<file path="src/rtl/mem_arb_pkg.sv">
// Shared types and helpers for the two-requester my_mem controller.
// Latency: n/a (types, constants and a combinational helper only).
// Backpressure: n/a.
package mem_arb_pkg;

  localparam int ADDR_W = 16;
  localparam int DATA_W = 8;

  typedef enum logic [1:0] {
    IDLE  = 2'd0,
    WRITE = 2'd1,
    READ  = 2'd2,
    RWAIT = 2'd3
  } arb_state_t;

  // my_mem stores bit 8 as the XOR of the data byte (total ones count even)
  function automatic logic even_parity(input logic [DATA_W-1:0] b);
    return ^b;
  endfunction

endpackage

</file>
<file path="src/rtl/rr_arbiter.sv">
// Round-robin pick among NUM_REQ requests, starting the search just after 'last'.
// Latency: purely combinational; the 'last' pointer is owned by the caller.
// Backpressure: none; pick is all-zero when no request is present.
module rr_arbiter
  import mem_arb_pkg::*;
#(
  parameter int NUM_REQ = 2,
  parameter int IDX_W   = 1
) (
  input  logic [NUM_REQ-1:0] req,
  input  logic [IDX_W-1:0]   last,
  output logic [NUM_REQ-1:0] pick,
  output logic [IDX_W-1:0]   pick_idx
);

  logic             found;
  int               cand;
  logic [IDX_W-1:0] cand_idx;

  // Walk the requesters in rotating order last+1, last+2, ... and keep the first hit
  always_comb begin
    pick     = '0;
    pick_idx = '0;
    found    = 1'b0;
    cand     = 0;
    cand_idx = '0;
    for (int k = 1; k <= NUM_REQ; k++) begin
      cand     = (int'(last) + k) % NUM_REQ;
      cand_idx = IDX_W'(cand);
      if (!found && req[cand_idx]) begin
        found          = 1'b1;
        pick[cand_idx] = 1'b1;
        pick_idx       = cand_idx;
      end
    end
  end

endmodule

</file>
<file path="src/rtl/mem_arbiter.sv">
// Shares the single-port my_mem between NUM_REQ masters, one transaction at a time.
// Latency: write grant 1 cycle after sampling (2 cycles/txn); read data 3 cycles after sampling.
// Backpressure: requester holds req/we/addr/wdata until it sees its one-cycle gnt pulse.
module mem_arbiter
  import mem_arb_pkg::*;
#(
  parameter int NUM_REQ = 2,
  parameter int ADDR_W  = mem_arb_pkg::ADDR_W,
  parameter int DATA_W  = mem_arb_pkg::DATA_W
) (
  input  logic                       clk,
  input  logic                       rst_n,
  input  logic [NUM_REQ-1:0]         req,
  input  logic [NUM_REQ-1:0]         we,
  input  logic [NUM_REQ*ADDR_W-1:0]  addr,
  input  logic [NUM_REQ*DATA_W-1:0]  wdata,
  output logic [NUM_REQ-1:0]         gnt,
  output logic [NUM_REQ-1:0]         rvalid,
  output logic [DATA_W-1:0]          rdata,
  output logic                       parity_err,
  output logic [7:0]                 err_cnt,
  output logic                       busy,
  output logic                       mem_write,
  output logic                       mem_read,
  output logic [ADDR_W-1:0]          mem_address,
  output logic [DATA_W-1:0]          mem_data_in,
  input  logic [DATA_W:0]            mem_data_out
);

  localparam int IDX_W = (NUM_REQ > 1) ? $clog2(NUM_REQ) : 1;

  arb_state_t         state;
  logic [IDX_W-1:0]   last;
  logic [IDX_W-1:0]   win;
  logic [NUM_REQ-1:0] pick;
  logic [IDX_W-1:0]   pick_idx;
  logic               rd_par_bad;

  rr_arbiter #(
    .NUM_REQ (NUM_REQ),
    .IDX_W   (IDX_W)
  ) u_rr (
    .req      (req),
    .last     (last),
    .pick     (pick),
    .pick_idx (pick_idx)
  );

  assign rd_par_bad = (even_parity(mem_data_out[DATA_W-1:0]) != mem_data_out[DATA_W]);

  // Transaction sequencer: strobes, grant/valid pulses and read capture are all registered
  always_ff @(posedge clk or negedge rst_n) begin
    if (!rst_n) begin
      state       <= IDLE;
      last        <= IDX_W'(NUM_REQ - 1);
      win         <= '0;
      gnt         <= '0;
      rvalid      <= '0;
      rdata       <= '0;
      parity_err  <= 1'b0;
      err_cnt     <= '0;
      busy        <= 1'b0;
      mem_write   <= 1'b0;
      mem_read    <= 1'b0;
      mem_address <= '0;
      mem_data_in <= '0;
    end else begin
      // pulses default low; address/data hold their last values
      gnt        <= '0;
      rvalid     <= '0;
      parity_err <= 1'b0;
      mem_write  <= 1'b0;
      mem_read   <= 1'b0;
      case (state)
        IDLE: begin
          if (|req) begin
            // commit the winner now; later changes on its req are ignored
            last        <= pick_idx;
            win         <= pick_idx;
            gnt         <= pick;
            busy        <= 1'b1;
            mem_address <= addr[pick_idx*ADDR_W +: ADDR_W];
            if (we[pick_idx]) begin
              state       <= WRITE;
              mem_write   <= 1'b1;
              mem_data_in <= wdata[pick_idx*DATA_W +: DATA_W];
            end else begin
              state    <= READ;
              mem_read <= 1'b1;
            end
          end
        end
        WRITE: begin
          state <= IDLE;
          busy  <= 1'b0;
        end
        READ: begin
          // my_mem registers data_out on this edge; sample it in RWAIT
          state <= RWAIT;
        end
        RWAIT: begin
          rdata      <= mem_data_out[DATA_W-1:0];
          rvalid     <= NUM_REQ'(1) << win;
          parity_err <= rd_par_bad;
          if (rd_par_bad && (err_cnt != 8'hFF)) begin
            err_cnt <= err_cnt + 8'd1;
          end
          state <= IDLE;
          busy  <= 1'b0;
        end
        default: begin
          state <= IDLE;
          busy  <= 1'b0;
        end
      endcase
    end
  end

endmodule

</file>
<file path="config.mk">
export PLATFORM = sky130hd
export DESIGN_NAME = mem_arbiter
export DESIGN_NICKNAME = d
export VERILOG_FILES = /design/src/rtl/mem_arb_pkg.sv /design/src/rtl/rr_arbiter.sv /design/src/rtl/mem_arbiter.sv
export SDC_FILE = /design/constraint.sdc
export NUM_CORES = 1
export LEC_CHECK = 0
export CORE_MARGIN = 1.5
export CORE_UTILIZATION = 44
export CTS_BUF_LIST = sky130_fd_sc_hd__clkbuf_16
export DETAILED_ROUTE_END_ITERATION = 6
export PLACE_DENSITY_LB_ADDON = 0.15
export SYNTH_ARGS = -nofsm -noshare
export SYNTH_HDL_FRONTEND = slang
export SYNTH_SLANG_ARGS = --single-unit
</file>
<file path="constraint.sdc">
create_clock -name clk -period 5.05 [get_ports clk]
set_input_delay 1.515 -clock clk [delete_from_list [all_inputs] [get_ports clk]]
set_output_delay 1.515 -clock clk [all_outputs]
set_load 0.1 [all_outputs]
</file>
==> results of run 1 <==
## cell families after synthesis
family                     synth area share
xor gates and xnor gates             0.0556
AOI/OAI and AO/OA                    0.0785
and+or+nand+nor                       0.100
adders and majority gates           0.00545
DFF                                   0.567
muxes                                 0.173
buffers and inverters                0.0202
## flip-flops by register name, summed over array words and instances (netlist names), 2 cells and up
signal       flops
err_cnt          8
state            2
rdata            8
rvalid           2
gnt              2
mem_data_in      8
mem_address     16
## routing by layer
metal	up-vias	GRT usage	share of wire
li1	899	-	-
met1	859	0.205	0.38
met2	57	0.338	0.54
met3	4	0.0616	0.067
met4	0	0.0476	0.0067
met5	-	0	0
## layout make-up
class | count | area share
tap | 70 | 0.0242
clock buffer | 5 | 0.0346
multi-input combinational | 133 | 0.266
inverter | 2 | 0.00207
sequential | 52 | 0.360
clock inverter | 3 | 0.00449
timing repair buffer | 113 | 0.309
## final timing paths
kind                                             start                         end  slack (ps)
worst min register to register         win$_DFFE_PN0P_         rvalid[0]$_DFF_PN0_         460
min in group asynchronous                        rst_n        rdata[5]$_DFFE_PN0P_        1340
worst max-delay path            err_cnt[5]$_DFFE_PN0P_                  err_cnt[5]        1650
worst max register to register    state[0]$_DFFE_PN0P_      err_cnt[1]$_DFFE_PN0P_        3160
max in group asynchronous                        rst_n  mem_data_in[6]$_DFFE_PN0P_        3280
worst min-delay path                   win$_DFFE_PN0P_         rvalid[0]$_DFF_PN0_         460
## placed cells by master, fill, tap and decap left out, types with 4 or more instances in the layout
| master | Yosys | final |
|---|---|---|
| clkdlybuf4s50_1 | 0 | 109 |
| dfrtp_1 | 51 | 51 |
| mux2i_1 | 25 | 25 |
| nand2_1 | 23 | 23 |
| o21ai_0 | 15 | 15 |
| nor2_1 | 11 | 11 |
| a21oi_1 | 9 | 9 |
| mux2_2 | 8 | 8 |
| xnor2_1 | 6 | 6 |
| clkbuf_16 | 0 | 5 |
| and3_1 | 4 | 4 |
## through the flow
step	utilization	worst slack, ps	cells	area, sq um	hold WS (ps)
final	0.713	1650	378	3620	462
after global routing	0.713	1570	378	3620	495
after CTS	0.713	1630	378	3620	459
after detailed placement	0.685	1480	370	3480	448
after global placement	0.685	1530	370	3480	442
after floorplan	-	2100	196	2300	419
==> impl_metrics.ini, run 1 <==
[status]
outcome = finished, final reports clean

[clock_network]
clockRootBuffer = clkbuf_16
clkSinkCount = 52
cts_buffers = 5
cts.clk_slew.worst_paths_ps = 70
hold_buffers = 0
clockBufferDepth = 2
cts_tree = built
clk_latency_ps = 280
post-cts-setup-buffers = 0
htreeDepth = 2
cts_resized = 0

[sta]
setup_tns_ps = 0
clock_skew_ps = 4.55
max_freq_mhz = 294
rsz0062_at_grt = false
setup_violations = 0
slew_headroom = 0.327
fin_crit_sh = 0.674
tightest_slew_ps = 1010
hold_viol_final = 0
finalCriticalPeriod_ps = 3400
slew_viol_final = 0

[setup_path]
worst-path-stages = 1
cp_data_arrival_time_ps = 1890
endpoint_kind = output port
reg2reg_depth = 4
crit_fanout = 6
cp_num_buf_inv = 1
cp_cell_sequence = clkdlybuf4s50_1
crit_type = flop to output port
crit_required_ps = 3540
cp_top_family = buffers and inverters
slowest_stage = clkdlybuf4s50_1
crit_path_start_kind = flop
cpPeakStageDelay_ps = 1160

[floorplan]
die_x_microns = 75.2
core-area_sq_mm = 0.00507
dieArea_sq_mm = 0.00566
die_h_microns = 75.2
ioPinCount = 111
initial_utilization = 0.452
num_rows = 26

[synth]
synth.most_common_cell = dfrtp_1
synth-seq-cells = 52
synth_edf_count = 0
postSynthAreaPerCell_sq_um = 11.7
yosys_warnings = 0
synth_cell_types = 33
ys.flop_type = dfrtp_1
async_flop_share = 1.00
synth_area_leaders = dfrtp_1 (56%), mux2i_1 (11%), mux2_2 (3.9%)
syn_nets = 260
syn-instance-count = 196
synth_area_sq_mm = 0.00230
synth_largest_area_cell = dfrtp_1
seq_area_frac_synth = 0.567
synth_commonest_cells = dfrtp_1 (51), mux2i_1 (25), nand2_1 (23)
synth_top_area_frac = 0.556

[route]
drtIter0Drc = 68
dr.pass1.iters = 4
wl_mm = 5.07
route.detailed.drc = 0
ant_nets = 0
routedWlPerCell_microns = 13.4
dr_total_vias = 1819
vias_per_cell = 4.81

[finish]
nFillCells = 399
multiInputGateArea_sq_um = 962
regArea_sq_mm = 0.00130
drive_above_1_share = 0.0844
layout.nets = 371
diodes = 0
areaGrowthSynthToFinish_pct = 57.7

[worst_hold_path]
holdPathStages = 1
min_path_type = flop to flop

[run]
drv_cap = 0

[placement]
gp_congestion = 0.753
dp.final_hpwl_mm = 3.89
io_buffer_count = 110

[grt]
overflow = 0
antenna_found_initial = 0
grt_pass1_wl_mm = 7.85
grt_max_degree = 53
grt_pass1_vias = 1776
grt_usage = 0.184
Power of run 1 is not shown: default switching activity piles up to over one toggle a cycle in this logic, so the estimate is an artifact.
==> run 2: changes to the inputs <==
Settings changed: CORE_UTILIZATION 44 to 40.
Clock period 5.05 ns to 3.6 ns, I/O delays scaled along.
==> run 2 against run 1 <==
  * Clock skew barely moved
  * Setup slack got worse by 850 ps
  * Flip-flop and latch count did not move
  * Highest routed layer unchanged
  * First-iteration DRC count rose by 40%
  * Critical path depth rose by 5
  * Register-to-register slack got worse by 1500 ps
  * Global-route usage fell by 0.75 points
==> impl_metrics.ini, run 2 (same netlist as run 1, synthesis figures left out) <==
[floorplan]
ioPinCount = 111
core-area_sq_mm = 0.00551
die_h_microns = 78.8
num_rows = 27
die_x_microns = 78.8
dieArea_sq_mm = 0.00620
initial_utilization = 0.417

[setup_path]
cp_cell_sequence = clkdlybuf4s50_1 -> xor2_1 -> xnor3_2 -> xor2_1 -> nor3_1 -> mux2_1
cp_num_buf_inv = 1
endpoint_kind = flop
crit_top_cell = xor2_1
cp_data_arrival_time_ps = 2970
cp_top_family = XOR/XNOR gates
crit_required_ps = 3770
crit_path_start_kind = input pin
crit_fanout = 3
slowest_stage = xnor3_2
cpPeakStageDelay_ps = 490
crit_type = input pin to flop

[grt]
antenna_found_initial = 0
overflow = 0
grt_max_degree = 34
grt_usage = 0.177
grt_pass1_vias = 1918
grt_pass1_wl_mm = 8.64

[finish]
drive_above_1_share = 0.237
largest_register_ffs = 16
largest-register = mem_address
diodes = 0
layout.nets = 371
areaGrowthSynthToFinish_pct = 52.5
final_cell_mix = clkdlybuf4s50_1 (61), dfrtp_1 (51), buf_4 (51)
mostFrequentLayoutCell = clkdlybuf4s50_1

[route]
drtIter0Drc = 95
vias_per_cell = 4.83
dr.pass1.iters = 4
routedWlPerCell_microns = 13.5
dr_total_vias = 1835
route.detailed.drc = 0
ant_nets = 0
wl_mm = 5.12

[sta]
setup_violations = 0
setup_tns_ps = 0
fin_crit_sh = 0.778
clock_skew_ps = 4.29
tightest_slew_ps = 611
slew_viol_final = 0
max_freq_mhz = 357
finalCriticalPeriod_ps = 2800
slew_headroom = 0.592
hold_viol_final = 0
rsz0062_at_grt = false

[clock_network]
clockRootBuffer = clkbuf_16
hold_buffers = 0
cts_buffers = 5
clk_latency_ps = 280
clockBufferDepth = 2
cts_resized = 0
clkSinkCount = 52
cts.clk_slew.worst_paths_ps = 70
post-cts-setup-buffers = 0
cts_tree = built
htreeDepth = 2

[placement]
dp.final_hpwl_mm = 3.96
io_buffer_count = 110
gp_congestion = 0.862

[status]
outcome = finished, final reports clean

[run]
drv_cap = 0

[worst_hold_path]
min_path_type = flop to flop
run 2: cell types whose count changed in the layout (fill, tap and decap cells not counted):
cell and change:
clkinv_2 -1, buf_4 +48, clkdlybuf4s50_1 -48, clkinv_1 +1
run 2: final cells by class:
class | instances | area, sq um
Sequential cell | 52 | 1300
Clock buffer | 5 | 125
Multi-Input combinational cell | 133 | 962
Clock inverter | 3 | 15.0
Inverter | 2 | 7.51
Tap cell | 72 | 90.1
Timing Repair Buffer | 113 | 998
Fill cell | 463 | 2010
run 2: path summary, 6_finish.rpt:
path,cells past startpoint,from,slack (ps),to
worst max-delay path,6,mem_data_out[5],800,err_cnt[6]$_DFFE_PN0P_
max in group asynchronous,2,rst_n,2070,mem_data_in[5]$_DFFE_PN0P_
worst min register to register,1,win$_DFFE_PN0P_,460,rvalid[0]$_DFF_PN0_
worst min-delay path,1,win$_DFFE_PN0P_,460,rvalid[0]$_DFF_PN0_
worst max register to register,5,err_cnt[0]$_DFFE_PN0P_,1700,err_cnt[1]$_DFFE_PN0P_
min in group asynchronous,1,rst_n,770,rdata[6]$_DFFE_PN0P_
run 2: per-layer routing:
layer  GRT usage  routed length [microns]  up-vias
met5           0                        0        -
met4      0.0607                      100        0
met3      0.0540                      378       10
met2       0.304                     2570       60
met1       0.209                     2070      861
li1            -                        -      904
run 2: through the flow:
stage / area, sq um / setup WS (ps) / hold slack [ps] / std cells / utilization
3_3_place_gp: 3360 / 503 / 438 / 372 / 0.610
3_5_place_dp: 3360 / 483 / 455 / 372 / 0.610
6_report: 3500 / 800 / 460 / 380 / 0.636
2_1_floorplan: 2300 / 1090 / 419 / 196 / -
4_1_cts: 3500 / 785 / 462 / 380 / 0.636
5_1_grt: 3500 / 706 / 499 / 380 / 0.636
Power of run 2 is left out for the same reason.
==> RTL change: new RTL, settings of run 1 <==
`NUM_REQ` is set to 2 in 2 places; all go to 4.
--- a/src/rtl/rr_arbiter.sv
+++ b/src/rtl/rr_arbiter.sv
@@ -6,3 +6,3 @@
 #(
-  parameter int NUM_REQ = 2,
+  parameter int NUM_REQ = 4,
   parameter int IDX_W   = 1
--- a/src/rtl/mem_arbiter.sv
+++ b/src/rtl/mem_arbiter.sv
@@ -6,3 +6,3 @@
 #(
-  parameter int NUM_REQ = 2,
+  parameter int NUM_REQ = 4,
   parameter int ADDR_W  = mem_arb_pkg::ADDR_W,
Ports: changed (6 resized); port bits go from 111 to 167. No check against the original RTL was run, so the function may have changed too.
==> RTL change against run 1 <==
- setup slack worse by 0.98 ns
- sequential cell count is 6 higher
- worst hold slack gained 0.038 ns
- wire length grew 120%
- count of clock-buffer cells in the layout increased by 4
- design area is 56% higher
- synthesized area up 56%
- critical path type is now in -> reg
- critical endpoint is now mem_data_in[1]$_DFFE_PN0P_
- largest cell class is now multi-input combinational cells
Power is not shown: default switching activity piles up to over one toggle a cycle in this logic, so the estimate is an artifact.
==> RTL change: results (changes against run 1) <==
Worst Clk Skew -> 0.005411 ns (+0.0008628 ns)
Slowest cell on the critical path -> clkdlybuf4s50_1
Worst-path fanout max -> 12 (+6)
Max FFs per register -> 16 (unchanged)
Hpwl dp -> 8051 µm (+110%)
CTS Buf Count -> 9 (+4)
Distinct cell type count after synthesis -> 52 (+58%)
Placed Area -> 5335 µm² (+53%)
Global-route wire length before repair -> 17260 µm (+120%)
Sequential-to-total area share from yosys stat -> 0.4071 (-0.1602)
Number of nets produced by synthesis -> 468 (+80%)
Top register by number of flip-flops -> mem_address
Weighted congestion at the end of routability-driven global placement -> 0.9422 (+25%)
Global-route usage over all layers -> 0.2566 (+0.07241)
Clock-pin slew reported for the worst setup and hold paths after clock tree synthesis -> 0.05 ns (-0.02 ns)
Cell family contributing the most delay on the critical path -> compound AO/OA/AOI/OAI gates
CTS root buffer -> clkbuf_16
Status -> complete, no violations
Inserted Diodes -> 0 (unchanged)
Net total in the final layout -> 629 (+70%)
Via count -> 3560 (+96%)
Port-buffer cells -> 166 (+51%)
Filler cells -> 613 (+54%)
Arr. time, crit path -> 4.59 ns (+2.70 ns)
Pin count of the biggest net entering global routing -> 33 (-38%)
Initial DRC count -> 123 (+81%)
Layout cell share with drive strength beyond 1 -> 0.1118 (+0.02735)
H-tree levels -> 3 (+1)
Transition time of the tightest slew-check pin -> 1.022 ns (+0.01624 ns)
CP max stage delay -> 0.60 ns (-0.56 ns)
Total Routed Length -> 10960 µm (+120%)
Top cell types by occurrence after synthesis -> dfrtp_1 (56), a21oi_1 (20), o21ai_0 (20)
Worst-skew pair later-pin latency -> 0.32 ns (+0.04 ns)
Biggest area contributors in the synthesized netlist -> dfrtp_1 (39%), mux2_2 (4.7%), a221o_1 (4.5%)
==> RTL change: area by class of cell <==
| type | count | area, µm² | share of cell area |
|---|---|---|---|
| Timing Repair Buffer | 177 | 1739 | 0.3081 |
| Clock buffer | 9 | 225.2 | 0.03989 |
| Tap cell | 102 | 127.6 | 0.02261 |
| Multi-Input combinational cell | 254 | 1996 | 0.3535 |
| Clock inverter | 7 | 85.08 | 0.01507 |
| Inverter | 5 | 18.77 | 0.003324 |
| Sequential cell | 58 | 1454 | 0.2575 |
==> RTL change: final timing paths <==
kind	cells after the start	from	slack (ns)	endpoint
worst max-delay path	7	req[0]	0.67	mem_data_in[1]$_DFFE_PN0P_
worst min-delay path	1	err_cnt[6]$_DFFE_PN0P_	0.50	err_cnt[6]$_DFFE_PN0P_
worst max register to register	7	last[0]$_DFFE_PN1P_	1.41	mem_data_in[1]$_DFFE_PN0P_
worst min register to register	1	err_cnt[6]$_DFFE_PN0P_	0.50	err_cnt[6]$_DFFE_PN0P_
max in group asynchronous	2	rst_n	3.01	mem_write$_DFF_PN0_
min in group asynchronous	1	rst_n	1.22	rdata[7]$_DFFE_PN0P_
==> RTL change: kinds of logic after synthesis <==
family | Yosys count | synth area share
adders and majority gates | 9 | 0.03154
AOI/OAI and AO/OA | 112 | 0.2446
xor gates and xnor gates | 14 | 0.03819
and+or+nand+nor | 88 | 0.1353
DFF | 58 | 0.4071
muxes | 31 | 0.1065
buffers and inverters | 32 | 0.03679
==> RTL change: worst register-to-register path, delay by kind of cell (launching register included) <==
| kind | cells | cell delay (ns) |
|---|---|---|
| AO/OA/AOI/OAI | 3 | 1.06 |
| flip-flops | 1 | 0.81 |
| multiplexers | 1 | 0.53 |
| AND/OR/NAND/NOR | 1 | 0.47 |
| adder cells (fa/ha/maj) | 1 | 0.39 |
| buffers and inverters | 1 | 0.26 |
==> RTL change: per-layer routing <==
layer,GRT usage,routed length (µm)
met1,0.3096,4520
met2,0.4361,5466
met3,0.05691,644
met4,0.1162,331
met5,0,0
==> RTL change: through the flow <==
step / cells / worst slack, ns
after detailed placement: 596 / 0.3863
after global routing: 612 / 0.4977
final: 612 / 0.6688
after CTS: 612 / 0.6942
after floorplan: 344 / 1.226
after global placement: 596 / 0.5176
